===== src/rtl/ex_mem_pipe_if.sv =====
// EX->MEM pipeline bus: EX-side fields in, registered MEM-side fields and EX feedback out.
// Exception fields exist only when EX_MEM_EXCEPT_EN is defined.
interface ex_mem_pipe_if #(
  parameter int unsigned DATA_W     = 32,
  parameter int unsigned REG_ADDR_W = 5,
  parameter int unsigned ALUOP_W    = 8,
  parameter int unsigned CNT_W      = 2
);
  localparam int unsigned HILO_W = 2 * DATA_W;

  logic [REG_ADDR_W-1:0] ex_wd;
  logic                  ex_wreg;
  logic [DATA_W-1:0]     ex_wdata;
  logic                  ex_whilo;
  logic [DATA_W-1:0]     ex_hi;
  logic [DATA_W-1:0]     ex_lo;
  logic [DATA_W-1:0]     ex_mem_addr;
  logic [DATA_W-1:0]     ex_reg2;
  logic [ALUOP_W-1:0]    ex_aluop;
  logic [HILO_W-1:0]     ex_hilo_temp;
  logic [CNT_W-1:0]      ex_cnt;

  logic [REG_ADDR_W-1:0] mem_wd;
  logic                  mem_wreg;
  logic [DATA_W-1:0]     mem_wdata;
  logic                  mem_whilo;
  logic [DATA_W-1:0]     mem_hi;
  logic [DATA_W-1:0]     mem_lo;
  logic [DATA_W-1:0]     mem_mem_addr;
  logic [DATA_W-1:0]     mem_reg2;
  logic [ALUOP_W-1:0]    mem_aluop;
  logic                  mem_valid;
  logic [HILO_W-1:0]     hilo_o;
  logic [CNT_W-1:0]      cnt_o;

`ifdef EX_MEM_EXCEPT_EN
  logic [31:0]           ex_excepttype;
  logic [DATA_W-1:0]     ex_inst_addr;
  logic                  ex_in_delayslot;
  logic [31:0]           mem_excepttype;
  logic [DATA_W-1:0]     mem_inst_addr;
  logic                  mem_in_delayslot;
`endif

  modport master (
    output ex_wd, ex_wreg, ex_wdata, ex_whilo, ex_hi, ex_lo, ex_mem_addr, ex_reg2,
           ex_aluop, ex_hilo_temp, ex_cnt,
`ifdef EX_MEM_EXCEPT_EN
    output ex_excepttype, ex_inst_addr, ex_in_delayslot,
    input  mem_excepttype, mem_inst_addr, mem_in_delayslot,
`endif
    input  mem_wd, mem_wreg, mem_wdata, mem_whilo, mem_hi, mem_lo, mem_mem_addr,
           mem_reg2, mem_aluop, mem_valid, hilo_o, cnt_o
  );

  modport slave (
    input  ex_wd, ex_wreg, ex_wdata, ex_whilo, ex_hi, ex_lo, ex_mem_addr, ex_reg2,
           ex_aluop, ex_hilo_temp, ex_cnt,
`ifdef EX_MEM_EXCEPT_EN
    input  ex_excepttype, ex_inst_addr, ex_in_delayslot,
    output mem_excepttype, mem_inst_addr, mem_in_delayslot,
`endif
    output mem_wd, mem_wreg, mem_wdata, mem_whilo, mem_hi, mem_lo, mem_mem_addr,
           mem_reg2, mem_aluop, mem_valid, hilo_o, cnt_o
  );
endinterface


===== src/rtl/ex_mem_pipe.sv =====
// EX->MEM pipeline register with flush, hold (stall_mem) and bubble (stall_ex) handling.
// Optional precise-exception fields are built in when EX_MEM_EXCEPT_EN is defined.
module ex_mem_pipe #(
  parameter int unsigned DATA_W     = 32,
  parameter int unsigned REG_ADDR_W = 5,
  parameter int unsigned ALUOP_W    = 8,
  parameter int unsigned CNT_W      = 2
) (
  input  logic         clk,
  input  logic         rst,
  input  logic         stall_ex,
  input  logic         stall_mem,
  input  logic         flush,
  ex_mem_pipe_if.slave bus
);
  localparam int unsigned HILO_W = 2 * DATA_W;
  localparam logic [ALUOP_W-1:0] ALUOP_NOP = '0;

  logic [REG_ADDR_W-1:0] wd_q, wd_d;
  logic                  wreg_q, wreg_d;
  logic [DATA_W-1:0]     wdata_q, wdata_d;
  logic                  whilo_q, whilo_d;
  logic [DATA_W-1:0]     hi_q, hi_d;
  logic [DATA_W-1:0]     lo_q, lo_d;
  logic [DATA_W-1:0]     addr_q, addr_d;
  logic [DATA_W-1:0]     reg2_q, reg2_d;
  logic [ALUOP_W-1:0]    aluop_q, aluop_d;
  logic                  valid_q, valid_d;
  logic [HILO_W-1:0]     hilo_q, hilo_d;
  logic [CNT_W-1:0]      cnt_q, cnt_d;
`ifdef EX_MEM_EXCEPT_EN
  logic [31:0]           exc_q, exc_d;
  logic [DATA_W-1:0]     iaddr_q, iaddr_d;
  logic                  dslot_q, dslot_d;
`endif

  // Priority: flush > stall_mem (hold) > stall_ex (bubble) > advance.
  always_comb begin
    wd_d    = wd_q;
    wreg_d  = wreg_q;
    wdata_d = wdata_q;
    whilo_d = whilo_q;
    hi_d    = hi_q;
    lo_d    = lo_q;
    addr_d  = addr_q;
    reg2_d  = reg2_q;
    aluop_d = aluop_q;
    valid_d = valid_q;
    hilo_d  = hilo_q;
    cnt_d   = cnt_q;
`ifdef EX_MEM_EXCEPT_EN
    exc_d   = exc_q;
    iaddr_d = iaddr_q;
    dslot_d = dslot_q;
`endif
    if (flush || (!stall_mem && stall_ex)) begin
      wd_d    = '0;
      wreg_d  = 1'b0;
      wdata_d = '0;
      whilo_d = 1'b0;
      hi_d    = '0;
      lo_d    = '0;
      addr_d  = '0;
      reg2_d  = '0;
      aluop_d = ALUOP_NOP;
      valid_d = 1'b0;
      // A bubble keeps the madd/msub partial state alive for EX; flush drops it.
      hilo_d  = flush ? '0 : bus.ex_hilo_temp;
      cnt_d   = flush ? '0 : bus.ex_cnt;
`ifdef EX_MEM_EXCEPT_EN
      exc_d   = '0;
      iaddr_d = '0;
      dslot_d = 1'b0;
`endif
    end else if (!stall_mem) begin
      wd_d    = bus.ex_wd;
      wreg_d  = bus.ex_wreg;
      wdata_d = bus.ex_wdata;
      whilo_d = bus.ex_whilo;
      hi_d    = bus.ex_hi;
      lo_d    = bus.ex_lo;
      addr_d  = bus.ex_mem_addr;
      reg2_d  = bus.ex_reg2;
      aluop_d = bus.ex_aluop;
      valid_d = 1'b1;
      hilo_d  = '0;
      cnt_d   = '0;
`ifdef EX_MEM_EXCEPT_EN
      exc_d   = bus.ex_excepttype;
      iaddr_d = bus.ex_inst_addr;
      dslot_d = bus.ex_in_delayslot;
`endif
    end
  end

  always_ff @(posedge clk or negedge rst) begin
    if (!rst) begin
      wd_q    <= '0;
      wreg_q  <= 1'b0;
      wdata_q <= '0;
      whilo_q <= 1'b0;
      hi_q    <= '0;
      lo_q    <= '0;
      addr_q  <= '0;
      reg2_q  <= '0;
      aluop_q <= ALUOP_NOP;
      valid_q <= 1'b0;
      hilo_q  <= '0;
      cnt_q   <= '0;
`ifdef EX_MEM_EXCEPT_EN
      exc_q   <= '0;
      iaddr_q <= '0;
      dslot_q <= 1'b0;
`endif
    end else begin
      wd_q    <= wd_d;
      wreg_q  <= wreg_d;
      wdata_q <= wdata_d;
      whilo_q <= whilo_d;
      hi_q    <= hi_d;
      lo_q    <= lo_d;
      addr_q  <= addr_d;
      reg2_q  <= reg2_d;
      aluop_q <= aluop_d;
      valid_q <= valid_d;
      hilo_q  <= hilo_d;
      cnt_q   <= cnt_d;
`ifdef EX_MEM_EXCEPT_EN
      exc_q   <= exc_d;
      iaddr_q <= iaddr_d;
      dslot_q <= dslot_d;
`endif
    end
  end

  assign bus.mem_wd       = wd_q;
  assign bus.mem_wreg     = wreg_q;
  assign bus.mem_wdata    = wdata_q;
  assign bus.mem_whilo    = whilo_q;
  assign bus.mem_hi       = hi_q;
  assign bus.mem_lo       = lo_q;
  assign bus.mem_mem_addr = addr_q;
  assign bus.mem_reg2     = reg2_q;
  assign bus.mem_aluop    = aluop_q;
  assign bus.mem_valid    = valid_q;
  assign bus.hilo_o       = hilo_q;
  assign bus.cnt_o        = cnt_q;
`ifdef EX_MEM_EXCEPT_EN
  assign bus.mem_excepttype   = exc_q;
  assign bus.mem_inst_addr    = iaddr_q;
  assign bus.mem_in_delayslot = dslot_q;
`endif
endmodule


===== src/flat_wrapper.sv =====
// flat-port wrapper written by rule: the top's interface ports become plain ports
module ex_mem_pipe_flat 
#(
  parameter int unsigned DATA_W     = 32,
  parameter int unsigned REG_ADDR_W = 5,
  parameter int unsigned ALUOP_W    = 8,
  parameter int unsigned CNT_W      = 2
)
  (clk, rst, stall_ex, stall_mem, flush, bus_ex_wd, bus_ex_wreg, bus_ex_wdata, bus_ex_whilo, bus_ex_hi, bus_ex_lo, bus_ex_mem_addr, bus_ex_reg2, bus_ex_aluop, bus_ex_hilo_temp, bus_ex_cnt, bus_mem_wd, bus_mem_wreg, bus_mem_wdata, bus_mem_whilo, bus_mem_hi, bus_mem_lo, bus_mem_mem_addr, bus_mem_reg2, bus_mem_aluop, bus_mem_valid, bus_hilo_o, bus_cnt_o);
  ex_mem_pipe_if #(.DATA_W(DATA_W), .REG_ADDR_W(REG_ADDR_W), .ALUOP_W(ALUOP_W), .CNT_W(CNT_W)) bus_i ();
  input  logic clk;
  input  logic rst;
  input  logic stall_ex;
  input  logic stall_mem;
  input  logic flush;
  input wire logic [$bits(bus_i.ex_wd)-1:0] bus_ex_wd;
  input wire logic [$bits(bus_i.ex_wreg)-1:0] bus_ex_wreg;
  input wire logic [$bits(bus_i.ex_wdata)-1:0] bus_ex_wdata;
  input wire logic [$bits(bus_i.ex_whilo)-1:0] bus_ex_whilo;
  input wire logic [$bits(bus_i.ex_hi)-1:0] bus_ex_hi;
  input wire logic [$bits(bus_i.ex_lo)-1:0] bus_ex_lo;
  input wire logic [$bits(bus_i.ex_mem_addr)-1:0] bus_ex_mem_addr;
  input wire logic [$bits(bus_i.ex_reg2)-1:0] bus_ex_reg2;
  input wire logic [$bits(bus_i.ex_aluop)-1:0] bus_ex_aluop;
  input wire logic [$bits(bus_i.ex_hilo_temp)-1:0] bus_ex_hilo_temp;
  input wire logic [$bits(bus_i.ex_cnt)-1:0] bus_ex_cnt;
  output wire logic [$bits(bus_i.mem_wd)-1:0] bus_mem_wd;
  output wire logic [$bits(bus_i.mem_wreg)-1:0] bus_mem_wreg;
  output wire logic [$bits(bus_i.mem_wdata)-1:0] bus_mem_wdata;
  output wire logic [$bits(bus_i.mem_whilo)-1:0] bus_mem_whilo;
  output wire logic [$bits(bus_i.mem_hi)-1:0] bus_mem_hi;
  output wire logic [$bits(bus_i.mem_lo)-1:0] bus_mem_lo;
  output wire logic [$bits(bus_i.mem_mem_addr)-1:0] bus_mem_mem_addr;
  output wire logic [$bits(bus_i.mem_reg2)-1:0] bus_mem_reg2;
  output wire logic [$bits(bus_i.mem_aluop)-1:0] bus_mem_aluop;
  output wire logic [$bits(bus_i.mem_valid)-1:0] bus_mem_valid;
  output wire logic [$bits(bus_i.hilo_o)-1:0] bus_hilo_o;
  output wire logic [$bits(bus_i.cnt_o)-1:0] bus_cnt_o;
  assign bus_i.ex_wd = bus_ex_wd;
  assign bus_i.ex_wreg = bus_ex_wreg;
  assign bus_i.ex_wdata = bus_ex_wdata;
  assign bus_i.ex_whilo = bus_ex_whilo;
  assign bus_i.ex_hi = bus_ex_hi;
  assign bus_i.ex_lo = bus_ex_lo;
  assign bus_i.ex_mem_addr = bus_ex_mem_addr;
  assign bus_i.ex_reg2 = bus_ex_reg2;
  assign bus_i.ex_aluop = bus_ex_aluop;
  assign bus_i.ex_hilo_temp = bus_ex_hilo_temp;
  assign bus_i.ex_cnt = bus_ex_cnt;
  assign bus_mem_wd = bus_i.mem_wd;
  assign bus_mem_wreg = bus_i.mem_wreg;
  assign bus_mem_wdata = bus_i.mem_wdata;
  assign bus_mem_whilo = bus_i.mem_whilo;
  assign bus_mem_hi = bus_i.mem_hi;
  assign bus_mem_lo = bus_i.mem_lo;
  assign bus_mem_mem_addr = bus_i.mem_mem_addr;
  assign bus_mem_reg2 = bus_i.mem_reg2;
  assign bus_mem_aluop = bus_i.mem_aluop;
  assign bus_mem_valid = bus_i.mem_valid;
  assign bus_hilo_o = bus_i.hilo_o;
  assign bus_cnt_o = bus_i.cnt_o;
  ex_mem_pipe #(.DATA_W(DATA_W), .REG_ADDR_W(REG_ADDR_W), .ALUOP_W(ALUOP_W), .CNT_W(CNT_W)) u_core (.clk(clk), .rst(rst), .stall_ex(stall_ex), .stall_mem(stall_mem), .flush(flush), .bus(bus_i));
endmodule

===== config.mk =====
export PLATFORM = sky130hd
export DESIGN_NAME = ex_mem_pipe_flat
export DESIGN_NICKNAME = d
export VERILOG_FILES = /design/src/rtl/ex_mem_pipe_if.sv /design/src/rtl/ex_mem_pipe.sv /design/src/flat_wrapper.sv
export SDC_FILE = /design/constraint.sdc
export NUM_CORES = 1
export LEC_CHECK = 0
export BUFFER_PORTS_ARGS = -buffer_cell sky130_fd_sc_hd__buf_2
export CAP_MARGIN = 20
export CORE_AREA = 3 3 190 192
export DETAILED_ROUTE_END_ITERATION = 8
export DIE_AREA = 0 0 193 195
export PLACE_DENSITY = 0.48
export SYNTH_ARGS = -nofsm -noshare
export SYNTH_HDL_FRONTEND = slang
export SYNTH_SLANG_ARGS = --single-unit
export TNS_END_PERCENT = 20

===== constraint.sdc =====
create_clock -name clk -period 0.92 [get_ports clk]
set_clock_uncertainty 0.05 [all_clocks]
set_input_delay 0.138 -clock clk [delete_from_list [all_inputs] [get_ports clk]]
set_output_delay 0.138 -clock clk [all_outputs]
set_load 0.01 [all_outputs]

==> results.py <==
metrics = {
    "pwr": {
        "irDropWorstVdd_mv": 1.32,
        "power_mw": 25.9,
        "p_per_area_nw_per_um2": 1530,
        "leakage_nw": 8.32,
    },
    "sta": {
        "period_share": 1.40,
        "finalHoldViolCount": 0,
        "slew_violations": 0,
        "setup_ws_ns": -0.370,
        "fin_crit_ns": 1.29,
        "setup_viol": 245,
        "rsz0062_at_grt": "yes",
        "slew_headroom": 0.485,
        "max_clock_freq_ghz": 0.775,
        "worst_pin_slew_ns": 0.769,
    },
    "synthesis": {
        "synth_simple_gate_area_frac": 0.00352,
        "ys_warn_count": 0,
        "synth.top_cells.by_area": "dfrtp_1, a32o_1, buf_2",
        "yosysTopAreaCell": "dfrtp_1",
        "synthesis.area_um2": 8880,
        "synth_compound_area_frac": 0.272,
        "syn_nets": 815,
        "synth-xor-area-share": 0,
        "synthMuxAreaShare": 0,
        "synth_top_family_by_area": "compound AO/OA/AOI/OAI gates",
        "synth_area_per_cell_um2": 15.6,
        "synth_cell_types": 12,
        "yosys.area.top_type_share": 0.682,
        "synth_fa_ha_area_frac": 0,
        "netlist_instances": 569,
        "ys_seq_area_frac": 0.682,
        "synth.ff_latch_count": 242,
    },
    "die": {
        "die_x_um": 193,
        "boundaryPins": 488,
        "num_rows": 68,
        "dieArea_um2": 37600,
        "core_um2": 34500,
        "start_util": 0.257,
        "die_h_um": 195,
    },
    "worst_setup_path": {
        "crit_fanout": 2,
        "crit_path_start_kind": "register",
        "arrival_ns": 1.10,
        "critPathSlowestCell": "dfrtp_1",
        "crit_family": "flip-flops",
        "critPathKind": "reg2out",
        "path_cells": "buf_2",
        "slowest_delay_ns": 0.41,
        "crit_buf_inv": 1,
        "critPathCaptureType": "output port",
        "required_ns": 0.73,
    },
    "min_path": {
        "hp-class": "in2async",
    },
    "cts": {
        "worstSkewPairLatency_ns": 0.53,
        "clock-sinks": 242,
        "clockBufferDepth": 3,
        "cts_tree": "built",
        "clk_pin_slew_ns": 0.06,
        "numCtsBuffers": 27,
        "ctsRootBufferMaster": "clkbuf_16",
        "htreeDepth": 1,
    },
    "drt": {
        "vias": 8921,
        "routed_wl_um": 34500,
        "drt_iter0_drc": 432,
        "drc_errors": 0,
        "ant_nets": 0,
        "vias_per_cell": 4.85,
        "drt-pass1-iter-count": 4,
        "wire_per_inst_um": 18.7,
    },
    "placed_design": {
        "dp.cells": 1515,
        "place.gp.congestion": 0.729,
        "dp_hpwl_um": 23900,
        "port_buffers": 487,
    },
    "finish": {
        "syn_to_final_growth_pct": 91.0,
        "drive_gt1_frac": 0.463,
        "fin_nets": 1610,
        "final_cells": 1839,
    },
    "global_route": {
        "grt_pass1_wl_um": 52000,
        "grt_use_total": 0.170,
        "grt_max_degree": 36,
        "grt_pass1_vias": 9542,
        "grt_overflow_total": 0,
        "antenna_found_initial": 1,
    },
    "status": {
        "violations": "negative setup slack",
        "outcome": "finished with violations",
    },
    "job": {
        "max_cap_viol_count": 0,
    },
}
-- report_power, final --
group | internal, mW | leakage, nW | switching [mW]
Combinational | 2.40 | 4.60 | 1.75
Clock | 6.16 | 0.418 | 4.27
Sequential | 11.0 | 3.30 | 0.262
Total | 19.6 | 8.32 | 6.28
-- worst paths after layout --
check | start | end | slack (ns) | cells after the start
setup / recovery | u_core.bus.mem_hi[29] | bus_mem_hi[29] | -0.37 | 1
hold / removal | rst | u_core.bus.hilo_o[14] | 0.08 | 3
setup reg to reg | u_core.bus.hilo_o[52] | u_core.bus.hilo_o[52] | -0.10 | 3
hold reg to reg | u_core.bus.mem_aluop[4] | u_core.bus.mem_aluop[4] | 0.44 | 1
max in group asynchronous | rst | u_core.bus.mem_wdata[6] | 0.28 | 4
min in group clk | stall_ex | u_core.bus.mem_valid | 0.09 | 4
-- state kept, by name, indices dropped and copies added (netlist names) --
register,count
u_core.bus.hilo_o,64
u_core.bus.mem_hi,32
u_core.bus.mem_lo,32
u_core.bus.mem_mem_addr,32
u_core.bus.mem_reg2,32
u_core.bus.mem_wdata,32
u_core.bus.mem_aluop,8
u_core.bus.mem_wd,5
u_core.bus.cnt_o,2
u_core.bus.mem_valid,1
u_core.bus.mem_whilo,1
u_core.bus.mem_wreg,1
-- cells in the mapped netlist --
cell type and number:
dfrtp_1 242, a32o_1 241, buf_2 48, clkbuf_1 19, buf_1 8, nor2b_1 3, buf_6 2, nor2_1 2
buf_4 1, inv_1 1, inv_2 1, nor3_1 1
-- final cells by class --
type,instances,area [um2]
fill,3066,17600
tap,455,569
clock inverter,5,53.8
antenna,1,2.50
multi-input combinational,247,2470
timing repair buffer,844,7000
inverter,2,12.5
sequential,242,6060
clock buffer,43,796
-- worst reg2reg max path: cells and delay by family, from the launching register on --
kind                   cells  cell delay [ns]
buffers and inverters      2             0.26
flip-flops                 1             0.40
AO/OA/AOI/OAI              1             0.20
-- layer usage --
layer	share of wire	global-route usage	vias up	wire length (um)
li1	-	-	3991	-
met1	0.39	0.200	4522	13400
met2	0.50	0.307	339	17400
met3	0.071	0.0388	69	2450
met4	0.036	0.0533	0	1250
met5	0	0	-	0
-- placed cells by master (no fill, tap or decap) --
cell type      count
buf_2            363
dlygate4sd3_1    245
dfrtp_1          242
a32o_1           241
buf_6            124
buf_4             72
buf_12            39
clkbuf_16         27
clkbuf_1          10
clkbuf_8           6
clkinv_2           3
inv_6              2
nor2b_4            2
diode_2            1
nor2_4             1
inv_1              1
nor2_1             1
nor2b_1            1
nor3_1             1
bufinv_16          1
buf_8              1
-- kinds of logic after synthesis --
family | count (synthesis)
buffers and inverters | 80
AO/OA/AOI/OAI | 241
flip-flops | 242
AND/OR/NAND/NOR | 6
-- stage by stage --
| stage | cell area, um2 | TNS (ns) | hold WS, ns | worst slack, ns | utilization |
|---|---|---|---|---|---|
| 2_1_floorplan | 9000 | -19.03 | -0.208 | -0.0984 | - |
| 3_3_place_gp | 12700 | -54.55 | 0.0420 | -0.380 | 0.366 |
| 3_5_place_dp | 12700 | -56.59 | 0.0428 | -0.354 | 0.366 |
| 4_1_cts | 16500 | -87.71 | 0.0539 | -0.420 | 0.478 |
| 5_1_grt | 17000 | -89.53 | 0.0791 | -0.412 | 0.491 |
| 6_report | 17000 | -78.00 | 0.0826 | -0.370 | 0.491 |
-- timing repair --
item,in CTS,in global routing
hold buffers,245,0
endpoints found under the hold margin,484,0
endpoints found under the setup margin,242,244
pin swaps,0,4
cloned,0,0
gates resized for setup,83,55
buffers inserted,13,17
Power figures use the tool's default switching activity.
